$ cat config.mk
export PLATFORM = sky130hd
export DESIGN_NAME = mux_poll_arbiter
export DESIGN_NICKNAME = d
export VERILOG_FILES = /design/src/rtl/mux_poll_arbiter_pkg.sv /design/src/rtl/mux_poll_arbiter_poll_counter.sv /design/src/rtl/mux_poll_arbiter.sv
export SDC_FILE = /design/constraint.sdc
export NUM_CORES = 1
export LEC_CHECK = 0
export CAP_MARGIN = 30
export CORE_ASPECT_RATIO = 0.6
export CORE_MARGIN = 2
export CORE_UTILIZATION = 35
export DETAILED_ROUTE_END_ITERATION = 10
export PLACE_DENSITY = 0.54
export SYNTH_ARGS = -nofsm -noshare
export SYNTH_HDL_FRONTEND = slang
export SYNTH_SLANG_ARGS = --single-unit
export TNS_END_PERCENT = 10
$ cat constraint.sdc
create_clock -name clock -period 5.63 [get_ports clock]
set_clock_uncertainty 0.15 [all_clocks]
set_input_delay 1.126 -clock clock [delete_from_list [all_inputs] [get_ports clock]]
set_output_delay 1.126 -clock clock [all_outputs]
set_load 0.01 [all_outputs]
$ cat src/rtl/mux_poll_arbiter_pkg.sv
// Shared definitions for the poll arbiter: state encodings, select width and index helper.
package mux_poll_arbiter_pkg;

    localparam int SEL_W = 3;

    typedef enum logic [1:0] {
        ST_IDLE  = 2'd0,
        ST_SCAN  = 2'd1,
        ST_GRANT = 2'd2
    } state_t;

    // Next poll index; 3-bit arithmetic gives the 7 -> 0 wrap for free.
    function automatic logic [SEL_W-1:0] next_idx(input logic [SEL_W-1:0] idx);
        return idx + SEL_W'(1);
    endfunction

endpackage

$ cat src/rtl/mux_poll_arbiter_poll_counter.sv
// 3-bit wrapping poll pointer with synchronous load and count-enable (74161-style).
module mux_poll_arbiter_poll_counter
    import mux_poll_arbiter_pkg::*;
(
    input  logic             clock,
    input  logic             reset,
    input  logic             load,
    input  logic [SEL_W-1:0] load_val,
    input  logic             count_en,
    output logic [SEL_W-1:0] q
);

    // Load has priority so a release always lands on the index after the granted one.
    always_ff @(posedge clock or posedge reset) begin
        if (reset) begin
            q <= '0;
        end else if (load) begin
            q <= load_val;
        end else if (count_en) begin
            q <= next_idx(q);
        end
    end

endmodule

$ cat src/rtl/mux_poll_arbiter.sv
// Round-robin poll arbiter driving a shared 74151-style 8:1 mux and granting the first requester seen.
module mux_poll_arbiter
    import mux_poll_arbiter_pkg::*;
#(
    parameter int SETTLE_CYCLES = 1,
    parameter int MAX_HOLD      = 16
) (
    input  logic             clock,
    input  logic             reset,
    input  logic             enable,
    input  logic             mux_out,
    input  logic             done,
    output logic [SEL_W-1:0] mux_sel,
    output logic             mux_enable_n,
    output logic             grant_valid,
    output logic [SEL_W-1:0] grant_sel,
    output logic             grant_timeout,
    output logic             busy
);

    localparam int SETTLE_W = $clog2(SETTLE_CYCLES + 1);
    localparam int HOLD_W   = (MAX_HOLD > 0) ? $clog2(MAX_HOLD + 1) : 1;

    localparam logic [SETTLE_W-1:0] SETTLE_LAST = SETTLE_W'(SETTLE_CYCLES - 1);
    localparam logic [HOLD_W-1:0]   HOLD_LAST   = HOLD_W'((MAX_HOLD > 0) ? MAX_HOLD - 1 : 0);
    localparam logic [HOLD_W-1:0]   HOLD_SAT    = {HOLD_W{1'b1}};

    state_t              state_q, state_d;
    logic [SEL_W-1:0]    scan_ptr;
    logic [SEL_W-1:0]    mux_sel_d, grant_sel_d, ptr_load_val;
    logic                mux_enable_n_d, grant_valid_d, grant_timeout_d, busy_d;
    logic [SETTLE_W-1:0] settle_cnt, settle_cnt_d;
    logic [HOLD_W-1:0]   hold_cnt, hold_cnt_d;
    logic                ptr_load, ptr_inc, timeout_hit, release_now;

    mux_poll_arbiter_poll_counter u_scan_ptr (
        .clock    (clock),
        .reset    (reset),
        .load     (ptr_load),
        .load_val (ptr_load_val),
        .count_en (ptr_inc),
        .q        (scan_ptr)
    );

    assign timeout_hit = (MAX_HOLD != 0) && (hold_cnt == HOLD_LAST);
    assign release_now = done || timeout_hit;

    always_comb begin
        state_d         = state_q;
        mux_sel_d       = mux_sel;
        mux_enable_n_d  = mux_enable_n;
        grant_valid_d   = grant_valid;
        grant_sel_d     = grant_sel;
        grant_timeout_d = 1'b0;
        settle_cnt_d    = settle_cnt;
        hold_cnt_d      = hold_cnt;
        ptr_load        = 1'b0;
        ptr_load_val    = next_idx(grant_sel);
        ptr_inc         = 1'b0;

        case (state_q)
            ST_IDLE: begin
                mux_enable_n_d = 1'b1;
                if (enable) begin
                    state_d        = ST_SCAN;
                    mux_sel_d      = scan_ptr;
                    mux_enable_n_d = 1'b0;
                    settle_cnt_d   = '0;
                end
            end
            ST_SCAN: begin
                if (!enable) begin
                    // Pointer is kept so scanning resumes where it stopped.
                    state_d        = ST_IDLE;
                    mux_enable_n_d = 1'b1;
                    settle_cnt_d   = '0;
                end else if (settle_cnt == SETTLE_LAST) begin
                    if (mux_out) begin
                        state_d       = ST_GRANT;
                        grant_valid_d = 1'b1;
                        grant_sel_d   = scan_ptr;
                        hold_cnt_d    = '0;
                    end else begin
                        ptr_inc      = 1'b1;
                        mux_sel_d    = next_idx(scan_ptr);
                        settle_cnt_d = '0;
                    end
                end else begin
                    settle_cnt_d = settle_cnt + SETTLE_W'(1);
                end
            end
            ST_GRANT: begin
                if (hold_cnt != HOLD_SAT) begin
                    hold_cnt_d = hold_cnt + HOLD_W'(1);
                end
                if (release_now) begin
                    grant_valid_d   = 1'b0;
                    grant_timeout_d = timeout_hit && !done;
                    ptr_load        = 1'b1;
                    settle_cnt_d    = '0;
                    if (enable) begin
                        state_d        = ST_SCAN;
                        mux_sel_d      = next_idx(grant_sel);
                        mux_enable_n_d = 1'b0;
                    end else begin
                        state_d        = ST_IDLE;
                        mux_enable_n_d = 1'b1;
                    end
                end
            end
            default: begin
                state_d        = ST_IDLE;
                mux_enable_n_d = 1'b1;
                grant_valid_d  = 1'b0;
            end
        endcase

        busy_d = (state_d != ST_IDLE);
    end

    always_ff @(posedge clock or posedge reset) begin
        if (reset) begin
            state_q       <= ST_IDLE;
            mux_sel       <= '0;
            mux_enable_n  <= 1'b1;
            grant_valid   <= 1'b0;
            grant_sel     <= '0;
            grant_timeout <= 1'b0;
            busy          <= 1'b0;
            settle_cnt    <= '0;
            hold_cnt      <= '0;
        end else begin
            state_q       <= state_d;
            mux_sel       <= mux_sel_d;
            mux_enable_n  <= mux_enable_n_d;
            grant_valid   <= grant_valid_d;
            grant_sel     <= grant_sel_d;
            grant_timeout <= grant_timeout_d;
            busy          <= busy_d;
            settle_cnt    <= settle_cnt_d;
            hold_cnt      <= hold_cnt_d;
        end
    end

endmodule

==> results of run 1 <==
## flip-flops by register name, summed over array words and instances (netlist names)
| name | cells |
|---|---|
| hold_cnt | 5 |
| state_q | 2 |
| grant_timeout | 1 |
| busy | 1 |
| grant_sel | 3 |
| grant_valid | 1 |
| mux_enable_n | 1 |
| u_scan_ptr.q | 3 |
| mux_sel | 3 |
## final timing paths
kind | from | depth (start not counted) | slack, ps | endpoint
min reg2reg | hold_cnt[3]$_DFFE_PP0P_ | 1 | 330 | hold_cnt[3]$_DFFE_PP0P_
min in group asynchronous | reset | 2 | 1170 | hold_cnt[3]$_DFFE_PP0P_
max | enable | 4 | 2970 | hold_cnt[2]$_DFFE_PP0P_
max in group asynchronous | reset | 2 | 3660 | u_scan_ptr.q[1]$_DFFE_PP0P_
max reg2reg | hold_cnt[0]$_DFFE_PP0P_ | 7 | 3290 | mux_sel[0]$_DFFE_PP0P_
min | hold_cnt[3]$_DFFE_PP0P_ | 1 | 330 | hold_cnt[3]$_DFFE_PP0P_
## cell type report
cell class | instances | area share
Timing Repair Buffer | 14 | 0.0984
Clock buffer | 4 | 0.0387
Sequential cell | 20 | 0.352
Tap cell | 45 | 0.0395
Inverter | 6 | 0.0158
Multi-Input combinational cell | 83 | 0.455
## power breakdown
| group | switching, mW | leakage (nW) | internal, mW |
|---|---|---|---|
| registers | 0.0516 | 0.255 | 0.205 |
| logic | 0.166 | 0.344 | 0.170 |
| clock network | 0.0518 | 0.0288 | 0.0624 |
## cell usage after synthesis (3+ instances only)
master    number  area share
mux2i_1        3       0.025
a21oi_1        3       0.013
a31oi_1        3       0.016
mux2_1         3       0.028
nand2b_1       4       0.021
dfrtp_1       19        0.40
inv_1          5       0.016
ha_1          10        0.10
mux2_2         3       0.028
nor2_1         5       0.016
o21ai_0        4       0.017
nand2_1       13       0.041
## metal layers
metal | wire length [µm] | track usage | up-vias
met3 | 97 | 0.0444 | 2
met1 | 1310 | 0.199 | 433
met4 | 4 | 0.00862 | 0
li1 | - | - | 435
met5 | 0 | 0 | -
met2 | 1060 | 0.199 | 14
## cells by family (layout without fill, tap and decap cells)
kind of cell	Yosys count	count (layout)	share of synthesized area
DFF	20	20	0.421
and+or+nand+nor	36	36	0.172
AOI/OAI and AO/OA	25	25	0.163
buffers and inverters	9	24	0.0357
adders and majority gates	10	10	0.105
muxes	9	9	0.0818
xor gates and xnor gates	3	3	0.0220
==> metrics.md, run 1 <==
| Metric | Value |
|---|---|
| Post-CTS setup buffers | `0` |
| Maximum fanout along the worst path | `10` |
| Syn Nets | `between 100 and 150` |
| WL/cell | `14.3 µm` |
| Row count | `16` |
| Worst slack, placed | `roughly 2700 ps` |
| Crit path DAT | `around 2700 ps` |
| Routability cong. | `0.819` |
| DR vias | `884` |
| Clock root buffer | `clkbuf_8` |
| GRT Resource Usage Total | `0.135` |
| WS Path Type | `input pin to register` |
| Final WL | `2470 µm` |
| CTS Buf Count | `3` |
| EDFF count, synth | `0` |
| Family with the most delay on the worst path | `buffers and inverters` |
| # diodes | `0` |
| Post-DP Area | `around 0.0014 mm²` |
| Port buffer count | `14` |
| Hold WC Path Type | `register to register` |
| Io pins | `15` |
| Area delta synth->final | `19.4%` |
| Fin area | `0.00142 mm²` |
| FMAX | `0.377 GHz` |
| Die Y | `slightly below 50 µm` |
| Setup TNS | `0 ps` |
| Main synth FF type | `dfrtp_1` |
| Largest net degree at the start of global routing | `21` |
| Vias in the first global route | `821` |
| Mapped Cells | `112` |
| Tcrit/Tclk final | `0.472` |
| Tot Pwr | `between 0.7 and 0.8 mW` |
| Post_cts resized | `0` |
| Commonest cells after routing, fill and taps aside | `19 x dfrtp_1, 14 x clkdlybuf4s50_1, 13 x nand2_1` |
| TritonCTS clock tree | `built` |
| Worst slew pin tran | `811 ps` |
| Worst path cell trace | `clkdlybuf4s50_1 -> nand3_1 -> nor2b_1 -> a211o_1` |
| CTS sink cnt | `20` |
| Congestion Overflow GR | `0` |
| Final setup viols | `0` |
| Core footprint | `0.00326 mm²` |
| Die Wd | `79.4 µm` |
| Hold_ws | `332 ps` |
| Layout cell share with drive strength beyond 1 | `0.126` |
| Nets@finish | `between 100 and 150` |
| Placed instance count | `between 150 and 200` |
| Crit path largest cell delay | `700 ps` |
| Startpoint types | `input pin` |
| Full die area | `between 0.003 and 0.004 mm²` |
| Hpwl dp | `between 1500 and 2000 µm` |
| Synthesis Warnings | `0` |
| DR iter-0 viols | `48` |
| # fillers | `321` |
| Peak supply drop | `~0.19 mV` |
| Final Hold Viols | `0` |
| Seq cells post-synth | `20` |
| Final min period | `roughly 2700 ps` |
| Initial core utilization | `0.365` |
| Clock Path Buffers | `2` |
| Post-synth cell types | `42` |
| Max stage delay cell, worst path | `clkdlybuf4s50_1` |
| Cell Area, Synth | `0.00119 mm²` |
| Clk slew on worst S/H paths | `80 ps` |
| Multi-input gate area | `648 µm²` |
| Avg Inst Size Synth | `10.6 µm²` |
| Crit path buf inv count | `1` |
| Leakage power | `0.628 nW` |
| Slew margin rel. | `0.459` |
| Most common cell after layout, fill and taps aside | `dfrtp_1` |
| Crit end category | `register` |
| PnR worst setup slack | `roughly 3000 ps` |
| Finished Core Util | `0.436` |
| H-tree level count | `1` |
| Sequential area share after synthesis | `0.421` |
| Clock latency on the worst-skew pair | `260 ps` |
| DRT Pass-1 Iters | `4` |
| Ys async rst share | `1.00` |
| Vias per cell | `5.14` |
| Initial antenna violation count | `0` |
| Post-CTS Hold Buffers | `0` |
| Post-route antenna net violation count | `0` |
| Power per cell area | `497 mW/mm²` |
| Status | `finished, final reports clean` |
| RSZ-0062 raised after global routing | `no` |
| Global-route wire length before repair | `4020 µm` |
| Max_cap viols | `0` |
| Layout Cells excl Fill | `roughly 170` |
| Required time worst endpoint | `5630 ps` |
| FF+latch area | `502 µm²` |
| Drt drc | `0` |
| Pins Over Slew Limit | `0` |
Power figures use the tool's default switching activity.
==> inputs of run 2 (changes only) <==
==> constraint.sdc (replaced) <==
create_clock -name clock -period 2.6 [get_ports clock]
set_clock_uncertainty 0.15 [all_clocks]
set_input_delay 0.52 -clock clock [delete_from_list [all_inputs] [get_ports clock]]
set_output_delay 0.52 -clock clock [all_outputs]
set_load 0.01 [all_outputs]
==> metrics.md, run 2 (synthesis gave the netlist of run 1 again) <==
| Metric | Value |
|---|---|
| Status | `finished, final reports clean` |
| # fillers | `314 (-2.2%)` |
| Crit path DAT | `2250 ps (-410 ps)` |
| Max_cap viols | `0 (unchanged)` |
| Critical Path Most Common Cell | `ha_1` |
| Clock root buffer | `clkbuf_8` |
| Hold Crit Endpoint | `hold_cnt[3]$_DFFE_PP0P_` |
| DRT Pass-1 Iters | `4 (unchanged)` |
| Worst R2R End | `mux_sel[2]$_DFFE_PP0P_` |
| Congestion Overflow GR | `0 (unchanged)` |
| R2r setup slk | `350 ps (-2940 ps)` |
| Final min period | `2250 ps` |
| Worst slack, placed | `218 ps (-2470 ps)` |
| Final Hold Viols | `0 (unchanged)` |
| Global-route wire length before repair | `4470 µm (+11%)` |
| Port buffer count | `14 (unchanged)` |
| Slew margin rel. | `0.629 (+0.171)` |
| CTS sink cnt | `20 (unchanged)` |
| Routability cong. | `0.788 (-3.7%)` |
| HP Start | `hold_cnt[3]$_DFFE_PP0P_` |
| Hpwl dp | `1910 µm (+4.1%)` |
| Comb power frac | `0.482 (+0.006)` |
| Io pins | `15 (unchanged)` |
| Crit path buf inv count | `0 (-1)` |
| H-tree level count | `1 (unchanged)` |
| Leakage power | `0.643 nW (+2.4%)` |
| TritonCTS clock tree | `built` |
| Vias in the first global route | `883 (+7.6%)` |
| Switching Share | `0.374 (-0.00737)` |
| Family with the most delay on the worst path | `simple AND/OR/NAND/NOR gates` |
| Die Y | `49.2 µm (unchanged)` |
| Initial antenna violation count | `0 (unchanged)` |
| # diodes | `0 (unchanged)` |
| Largest net degree at the start of global routing | `21 (unchanged)` |
| FMAX | `between 0.4 and 0.5 GHz` |
| Worst path cell trace | `ha_1 -> and3_1 -> ha_1 -> nor3b_4 -> nor2_1 -> o211ai_2 -> mux2_1` |
| PnR worst setup slack | `348 ps (-2630 ps)` |
| GRT Resource Usage Total | `0.148 (+0.0140)` |
| Post-route antenna net violation count | `0 (unchanged)` |
| Grt met2 use | `0.201 (+0.00141)` |
| Clk slew on worst S/H paths | `80 ps (about the same)` |
| Drt drc | `0 (unchanged)` |
| Post_cts resized | `0 (unchanged)` |
| Worst slew pin tran | `550 ps (-261 ps)` |
| Area delta synth->final | `21.3%` |
| Switching power | `0.574 mW (+110%)` |
| Clock latency on the worst-skew pair | `260 ps (about the same)` |
| Biggest register | `hold_cnt` |
| Max FFs per register | `5 (unchanged)` |
| Max stage delay cell, worst path | `dfrtp_1` |
| Clock power frac | `0.155 (-0.006)` |
| Die Wd | `79.4 µm (unchanged)` |
| Most common cell after layout, fill and taps aside | `dfrtp_1` |
| WL/cell | `14.4 µm (+0.60%)` |
| Pins Over Slew Limit | `0 (unchanged)` |
| Commonest cells after routing, fill and taps aside | `19 x dfrtp_1, 14 x clkdlybuf4s50_1, 13 x nand2_1` |
| Nets@finish | `146 (+2.1%)` |
| Worst r2r path cells | `7 (unchanged)` |
| Most Crowded Layer GR | `met1` |
| Sequential share of power | `0.363 (about the same)` |
| Power per cell area | `1060 mW/mm² (+110%)` |
| RSZ-0062 raised after global routing | `no` |
| Layout cell share with drive strength beyond 1 | `0.146 (+0.0202)` |
| Post-CTS setup buffers | `0 (unchanged)` |
| Core footprint | `0.00326 mm² (unchanged)` |
| Pint | `0.962 mW (+120%)` |
| Startpoint types | `register` |
| Hold WC Path Type | `register to register` |
| DR iter-0 viols | `25 (-48%)` |
| Full die area | `0.00390 mm² (unchanged)` |
| Reg-to-reg startpoint | `hold_cnt[0]$_DFFE_PP0P_` |
| Setup TNS | `0 ps (unchanged)` |
| WS Path Type | `register to register` |
| WP depth | `7 (+3)` |
| Final setup viols | `0 (unchanged)` |
| Hold Path Depth | `1 (unchanged)` |
| Peak supply drop | `0.414 mV (+110%)` |
| Final WL | `2530 µm (+2.4%)` |
| Tcrit/Tclk final | `0.866` |
| Vias per cell | `5.09 (-1.0%)` |
| Met3 Resource Use GR | `0.0463 (+0.00185)` |
| Crit path largest cell delay | `410 ps (-290 ps)` |
| Clock Path Buffers | `2 (unchanged)` |
| Maximum fanout along the worst path | `6 (-4)` |
| Crit end category | `register` |
| Post-CTS Hold Buffers | `0 (unchanged)` |
| DR vias | `890 (+0.68%)` |
| Required time worst endpoint | `2600 ps (-3030 ps)` |
| Row count | `16 (unchanged)` |
| M1 GR Usage | `0.234 (+0.0353)` |
| Initial core utilization | `0.365 (unchanged)` |
| CTS Buf Count | `3 (unchanged)` |
run 2: final cells by class:
cell class	instances	area, µm²	share of cell area
inverter	6	22.5	0.0156
multi-input combinational	83	648	0.448
tap	45	56.3	0.0389
timing repair buffer	17	163	0.112
sequential	20	502	0.347
clock buffer	4	55.1	0.0381
run 2: worst max path at each step:
stage / slack [ps] / start / to
final: 350 / hold_cnt[0]$_DFFE_PP0P_ / mux_sel[2]$_DFFE_PP0P_
after global routing: 180 / hold_cnt[0]$_DFFE_PP0P_ / mux_sel[1]$_DFFE_PP0P_
after CTS: 310 / hold_cnt[0]$_DFFE_PP0P_ / mux_sel[0]$_DFFE_PP0P_
after detailed placement: 220 / enable / hold_cnt[2]$_DFFE_PP0P_
after global placement: 220 / enable / hold_cnt[2]$_DFFE_PP0P_
after floorplan: 520 / hold_cnt[0]$_DFFE_PP0P_ / mux_sel[0]$_DFFE_PP0P_
run 2: worst register-to-register path: cells and delay by family, from the launching register on:
kind / cells / cell delay [ps]
and+or+nand+nor: 3 / 640
adders and majority gates: 2 / 480
DFF: 1 / 410
muxes: 1 / 350
AOI/OAI and AO/OA: 1 / 120
run 2: through the flow:
stage,area [µm²],cells,power [mW],hold WS [ps],util
6_report,1450,175,1.54,349,0.443
4_1_cts,1450,175,1.56,355,0.443
2_1_floorplan,1190,112,1.04,287,-
3_5_place_dp,1390,171,1.31,335,0.426
5_1_grt,1450,175,1.68,365,0.443
3_3_place_gp,1390,171,1.30,328,0.426
run 2: metal layers:
metal	up-vias	routed length [µm]
li1	440	-
met2	10	1030
met3	2	89
met1	438	1400
met5	-	0
met4	0	10
run 2: power by group through the flow:
stage	Clock (mW)	Sequential, mW	Combinational [mW]
final	0.237	0.558	0.740
after global routing	0.259	0.583	0.841
after CTS	0.249	0.557	0.753
after detailed placement	0	0.563	0.748
after global placement	0	0.559	0.740
after floorplan	0	0.570	0.472
